File: src/rtl/fetch_queue_if.sv
// Fetch front-end bundle: redirect, instruction memory read port, decode stream.
// master = fetch_queue side, slave = memory/decode/branch side.
interface fetch_queue_if #(
    parameter int SIZE = 32
);
    logic            redirect;
    logic [SIZE-1:0] redirect_addr;
    logic            imem_req;
    logic [SIZE-1:0] imem_addr;
    logic            imem_ack;
    logic [31:0]     imem_data;
    logic            instr_valid;
    logic            instr_ready;
    logic [31:0]     instr_data;
    logic [SIZE-1:0] instr_pc;

    modport master (
        input  redirect, redirect_addr,
        output imem_req, imem_addr,
        input  imem_ack, imem_data,
        output instr_valid, instr_data, instr_pc,
        input  instr_ready
    );

    modport slave (
        output redirect, redirect_addr,
        input  imem_req, imem_addr,
        output imem_ack, imem_data,
        input  instr_valid, instr_data, instr_pc,
        output instr_ready
    );
endinterface

File: src/rtl/fetch_queue.sv
// Instruction fetch queue: issues word reads and buffers {pc, instr} for decode.
// Ports: clk, rst (async active-low), bus (fetch_queue_if.master).
module fetch_queue #(
    parameter int SIZE  = 32,
    parameter int DEPTH = 4
) (
    input  logic          clk,
    input  logic          rst,
    fetch_queue_if.master bus
);
    localparam int PW = $clog2(DEPTH);
    localparam int CW = $clog2(DEPTH + 1);
    localparam logic [CW-1:0] FULL = CW'(DEPTH);

    typedef enum logic [1:0] {IDLE, REQ, DROP} state_t;

    state_t          state;
    logic [SIZE-1:0] faddr;
    logic [SIZE-1:0] daddr;
    logic [31:0]     q_data [DEPTH];
    logic [SIZE-1:0] q_pc   [DEPTH];
    logic [PW-1:0]   rd_ptr;
    logic [PW-1:0]   wr_ptr;
    logic [CW-1:0]   count;
    logic [CW-1:0]   count_next;
    logic            pop;
    logic            push;
    logic            has_room;

    assign pop  = (count != '0) && bus.instr_ready;
    assign push = (state == REQ) && bus.imem_ack && !bus.redirect;

    always_comb begin
        count_next = count;
        if (push && !pop)
            count_next = count + 1'b1;
        else if (!push && pop)
            count_next = count - 1'b1;
    end

    assign has_room = count_next < FULL;

    // daddr keeps the abandoned address visible until the memory acks it.
    assign bus.imem_req    = (state != IDLE);
    assign bus.imem_addr   = (state == DROP) ? daddr : faddr;
    assign bus.instr_valid = (count != '0);
    assign bus.instr_data  = q_data[rd_ptr];
    assign bus.instr_pc    = q_pc[rd_ptr];

    always_ff @(posedge clk or negedge rst) begin
        if (!rst) begin
            state  <= IDLE;
            faddr  <= '0;
            daddr  <= '0;
            rd_ptr <= '0;
            wr_ptr <= '0;
            count  <= '0;
            for (int i = 0; i < DEPTH; i++) begin
                q_data[i] <= '0;
                q_pc[i]   <= '0;
            end
        end else if (bus.redirect) begin
            count  <= '0;
            rd_ptr <= '0;
            wr_ptr <= '0;
            faddr  <= bus.redirect_addr & ~SIZE'(3);
            unique case (state)
                IDLE: state <= REQ;
                REQ: begin
                    if (!bus.imem_ack) begin
                        state <= DROP;
                        daddr <= faddr;
                    end
                end
                DROP: state <= bus.imem_ack ? REQ : DROP;
                default: state <= IDLE;
            endcase
        end else begin
            count <= count_next;
            if (pop)
                rd_ptr <= rd_ptr + 1'b1;
            if (push) begin
                q_data[wr_ptr] <= bus.imem_data;
                q_pc[wr_ptr]   <= faddr;
                wr_ptr         <= wr_ptr + 1'b1;
                faddr          <= faddr + SIZE'(4);
            end
            unique case (state)
                IDLE: state <= has_room ? REQ : IDLE;
                REQ: begin
                    if (bus.imem_ack)
                        state <= has_room ? REQ : IDLE;
                end
                DROP: begin
                    if (bus.imem_ack)
                        state <= REQ;
                end
                default: state <= IDLE;
            endcase
        end
    end
endmodule

File: src/flat_wrapper.sv
// flat-port wrapper written by rule: the top's interface ports become plain ports
module fetch_queue_flat 
#(
    parameter int SIZE  = 32,
    parameter int DEPTH = 4
)
  (clk, rst, bus_redirect, bus_redirect_addr, bus_imem_req, bus_imem_addr, bus_imem_ack, bus_imem_data, bus_instr_valid, bus_instr_data, bus_instr_pc, bus_instr_ready);
  fetch_queue_if #(.SIZE(SIZE)) bus_i ();
  input  logic clk;
  input  logic rst;
  input wire logic [$bits(bus_i.redirect)-1:0] bus_redirect;
  input wire logic [$bits(bus_i.redirect_addr)-1:0] bus_redirect_addr;
  output wire logic [$bits(bus_i.imem_req)-1:0] bus_imem_req;
  output wire logic [$bits(bus_i.imem_addr)-1:0] bus_imem_addr;
  input wire logic [$bits(bus_i.imem_ack)-1:0] bus_imem_ack;
  input wire logic [$bits(bus_i.imem_data)-1:0] bus_imem_data;
  output wire logic [$bits(bus_i.instr_valid)-1:0] bus_instr_valid;
  output wire logic [$bits(bus_i.instr_data)-1:0] bus_instr_data;
  output wire logic [$bits(bus_i.instr_pc)-1:0] bus_instr_pc;
  input wire logic [$bits(bus_i.instr_ready)-1:0] bus_instr_ready;
  assign bus_i.redirect = bus_redirect;
  assign bus_i.redirect_addr = bus_redirect_addr;
  assign bus_imem_req = bus_i.imem_req;
  assign bus_imem_addr = bus_i.imem_addr;
  assign bus_i.imem_ack = bus_imem_ack;
  assign bus_i.imem_data = bus_imem_data;
  assign bus_instr_valid = bus_i.instr_valid;
  assign bus_instr_data = bus_i.instr_data;
  assign bus_instr_pc = bus_i.instr_pc;
  assign bus_i.instr_ready = bus_instr_ready;
  fetch_queue #(.SIZE(SIZE), .DEPTH(DEPTH)) u_core (.clk(clk), .rst(rst), .bus(bus_i));
endmodule
File: config.mk
export PLATFORM = sky130hd
export DESIGN_NAME = fetch_queue_flat
export DESIGN_NICKNAME = d
export VERILOG_FILES = /design/src/rtl/fetch_queue_if.sv /design/src/rtl/fetch_queue.sv /design/src/flat_wrapper.sv
export SDC_FILE = /design/constraint.sdc
export NUM_CORES = 1
export LEC_CHECK = 0
export ABC_AREA = 1
export CAP_MARGIN = 20
export CORE_MARGIN = 3
export CORE_UTILIZATION = 23
export DETAILED_ROUTE_END_ITERATION = 10
export GPL_ROUTABILITY_DRIVEN = 0
export MAX_ROUTING_LAYER = met4
export SLEW_MARGIN = 20
export SYNTH_ARGS = -nofsm -noshare
export SYNTH_HDL_FRONTEND = slang
export SYNTH_SLANG_ARGS = --single-unit
File: constraint.sdc
create_clock -name clk -period 2 [get_ports clk]
set_input_delay 0.4 -clock clk [delete_from_list [all_inputs] [get_ports clk]]
set_output_delay 0.4 -clock clk [all_outputs]
set_load 0.01 [all_outputs]
==> impl_summary.log <==
INFO  metric drc_errors = 0
INFO  metric post_synth_and_or_nand_nor_area_fraction = 0.178
INFO  metric post_synth_inst_count = 1748
INFO  metric critical_path.startpoint = u_core.rd_ptr[0]$_DFFE_PN0P_
INFO  metric initial_core_util = 0.234
INFO  metric grt_pass1_wl = 78.2 mm
INFO  metric overall_overflow_remaining_after_global_route = 0
INFO  metric clk_latency = 0.57 ns
INFO  metric use_met1 = 0.198
INFO  metric io_buffers = 160
INFO  metric r2r_setup_slack = 0.17 ns
INFO  metric violations = setup timing
INFO  metric power_density = 1450 nW/um2
INFO  metric cp_data_arrival_time = 2.01 ns
INFO  metric design.final.nets = 2091
INFO  metric synthTopCellsByArea = sky130_fd_sc_hd__dfrtp_1 55%, sky130_fd_sc_hd__o21ai_0 13%, sky130_fd_sc_hd__nand2_1 11%, sky130_fd_sc_hd__nor2_1 4.5%, sky130_fd_sc_hd__o22ai_1 2.8%
INFO  metric crit_required = 1.60 ns
INFO  metric remaining_number_of_nets_flagged_by_the_antenna_check_after_routing = 0
INFO  metric drt_first_pass_iters = 5
INFO  metric synth_enable_flop_cells = 0
INFO  metric layout-drive-gt1-share = 0.264
INFO  metric crit_fanout = 7
INFO  metric placed_cell_count = 2756
INFO  metric cts_max_level = 2
INFO  metric fin_crit = 2.41 ns
INFO  metric num_rows = 91
INFO  metric min_period_over_period = 1.21
INFO  metric maxSlewViolCount = 0
INFO  metric core_region_area = 62100 um2
INFO  metric grt.busiest_layer = met2
INFO  metric area_growth = 44.8%
INFO  metric async_flop_share = 1.00
INFO  metric cap_violations = 0
INFO  metric detail_route.wl_per_cell = 17.7 um
INFO  metric irDropWorstVdd = 0.622 mV
INFO  metric dieWidth = 257 um
INFO  metric cts_num_sinks = 317
INFO  metric floorplan.die.height = 257 um
INFO  metric yosys.area_share.adder = 0.00690
INFO  metric synth_compound_area_frac = 0.196
INFO  metric critical_path_class = flop to primary output
INFO  metric report.final.setup_viol = 92
INFO  metric p_leak = 9.64 nW
INFO  metric cts_buffers = 37
INFO  metric cts_buffer_depth = 3
INFO  metric track_usage = 0.154
INFO  metric ys_seq_area_frac = 0.547
INFO  metric yosysWarningCount = 0
INFO  metric grt_setup_unrepaired = yes
INFO  metric use_met3 = 0.0290
INFO  metric synth_area = 14500 um2
INFO  metric tritoncts = yes
INFO  metric final.setup_skew = 0.0355 ns
INFO  metric postSynth.topFlopCell = sky130_fd_sc_hd__dfrtp_1
INFO  metric first_global_vias = 13417
INFO  metric grt_max_degree = 56
INFO  metric antenna_found_initial = 1
INFO  metric cts-root-buf = sky130_fd_sc_hd__clkbuf_16
INFO  metric worstReg2RegStart = u_core.count[0]$_DFFE_PN0P_
INFO  metric avgViaCountPerCell = 4.66
INFO  metric io-pin-count = 167
INFO  metric avgSynthCellArea = 8.30 um2
INFO  metric crit_path_end_kind = primary output
INFO  metric clkTransAtPathRegs = 0.06 ns
INFO  metric largest_family_of_logic_cells_by_synthesized_area = compound AO/OA/AOI/OAI gates
INFO  metric hpwlAfterDp = 31.2 mm
INFO  metric synthDominantAreaCellType = sky130_fd_sc_hd__dfrtp_1
INFO  metric grt.met2_usage = 0.249
INFO  metric hold_viol = 0
INFO  metric fmax = 0.415 GHz
INFO  metric finish.cell_count_without_fillers = 2877
INFO  metric die_area = 66100 um2
INFO  metric final.setup.worst_slack = -0.412 ns
INFO  metric drt_wl_total = 50.9 mm
INFO  metric yosysMostFrequentCell = sky130_fd_sc_hd__nand2_1
INFO  metric count_of_unique_library_cells_instantiated_by_yosys = 33
INFO  metric synth.cells.most_frequent = 416 x sky130_fd_sc_hd__nand2_1, 377 x sky130_fd_sc_hd__o21ai_0, 317 x sky130_fd_sc_hd__dfrtp_1
INFO  metric synth.ff_latch_count = 317
INFO  metric fin_util = 0.338
INFO  metric via_count = 13419
INFO  metric synthXorXnorAreaFrac = 0.00845
INFO  metric nature_of_the_critical_path_startpoint = flop
INFO  metric synthDominantCellAreaShare = 0.547
INFO  metric holdCritPathClass = input port to asynchronous set/reset pin
INFO  metric result_of_the_run = complete, but fails checks
INFO  metric synthMuxAreaShare = 0
INFO  metric detail_route.iter0.violations = 1176
==> per-stage QoR <==
step / setup TNS (ns) / power, W / cell area, um2 / hold WS, ns / worst slack (ns)
6_report: -26.29 / 0.0304 / 21000 / 0.337 / -0.412
5_1_grt: -33.41 / 0.0324 / 21000 / 0.346 / -0.495
4_1_cts: -28.54 / 0.0294 / 20100 / 0.320 / -0.453
3_5_place_dp: -9.77 / 0.0210 / 17900 / 0.342 / -0.285
3_3_place_gp: -9.05 / 0.0207 / 17900 / 0.345 / -0.283
2_1_floorplan: 0 / 0.0152 / 14500 / 0.104 / 0.370
==> timing repair <==
item                                    CTS  global route
hold buffers                              1             0
endpoints found under the setup margin   94            95
setup buffers                            26            19
pin swaps                                54            41
endpoints found under the hold margin    33             0
gates cloned                             19             6
resized for setup                       660           197
==> sequential cells by signal, summed over array words and instances (netlist names) <==
name	cells
u_core.state	2
u_core.q_data	128
u_core.rd_ptr	2
u_core.q_pc	120
u_core.wr_ptr	2
u_core.count	3
u_core.daddr	30
u_core.faddr	30
==> layout by cell type (no fill, tap or decap), drive strengths merged <==
cell type	count
o21ai	450
nand2	422
dfrtp	317
buf	270
nor2	177
inv	90
clkdlybuf4s50	65
o22ai	65
clkbuf	57
nand3	34
xor2	14
nor3	14
clkinv	14
a21oi	12
o211ai	10
ha	8
nand4	5
o221ai	4
conb	4
bufinv	2
diode	1
and2	1
nand3b	1
a31oi	1
clkinvlp	1
dlygate4sd3	1
==> path summary, 6_finish.rpt <==
kind                            cells after the start                             to
worst max register to register                     12    u_core.state[0]$_DFFE_PN0P_
max in group asynchronous                           3  u_core.q_data[58]$_DFFE_PN0P_
worst min register to register                      2    u_core.q_pc[58]$_DFFE_PN0P_
worst min-delay path                                2   u_core.faddr[29]$_DFFE_PN0N_
worst max-delay path                                7              bus_instr_data[9]
min in group clk                                    3   u_core.faddr[25]$_DFFE_PN0N_
==> logic make-up after synthesis <==
family	Yosys count
buffers and inverters	212
xor gates and xnor gates	14
AOI/OAI and AO/OA	542
other	1
adders and majority gates	8
DFF	317
and+or+nand+nor	654
==> critical path, cell delays in order (launching register included) <==
cell and delay (ns):
sky130_fd_sc_hd__dfrtp_4 0.55, sky130_fd_sc_hd__clkinv_8 0.10, sky130_fd_sc_hd__buf_12 0.11, sky130_fd_sc_hd__buf_12 0.14, sky130_fd_sc_hd__buf_16 0.14, sky130_fd_sc_hd__nor2_4 0.03
sky130_fd_sc_hd__o22ai_2 0.20, sky130_fd_sc_hd__buf_2 0.16
==> report_power, final <==
part           total [W]  switching [W]  internal, W
clock            0.00671        0.00278      0.00393
sequential        0.0104        0.00167      0.00878
combinational     0.0132        0.00706      0.00614
total             0.0304         0.0115       0.0189
==> layout make-up <==
cell class,count,area (um2)
diodes,1,2.50
flip-flops and latches,317,7940
clock inverters,13,144
clock buffers,51,1050
inverters,94,367
repair buffers,342,3810
fillers,6223,41100
well taps,837,1050
multi-input cells,1222,6650
==> layer usage <==
layer,part of all wire,up-vias
li1,-,6353
met1,0.44,6520
met2,0.47,462
met3,0.063,84
met4,0.023,0
met5,0,-
Power figures use the tool's default switching activity.
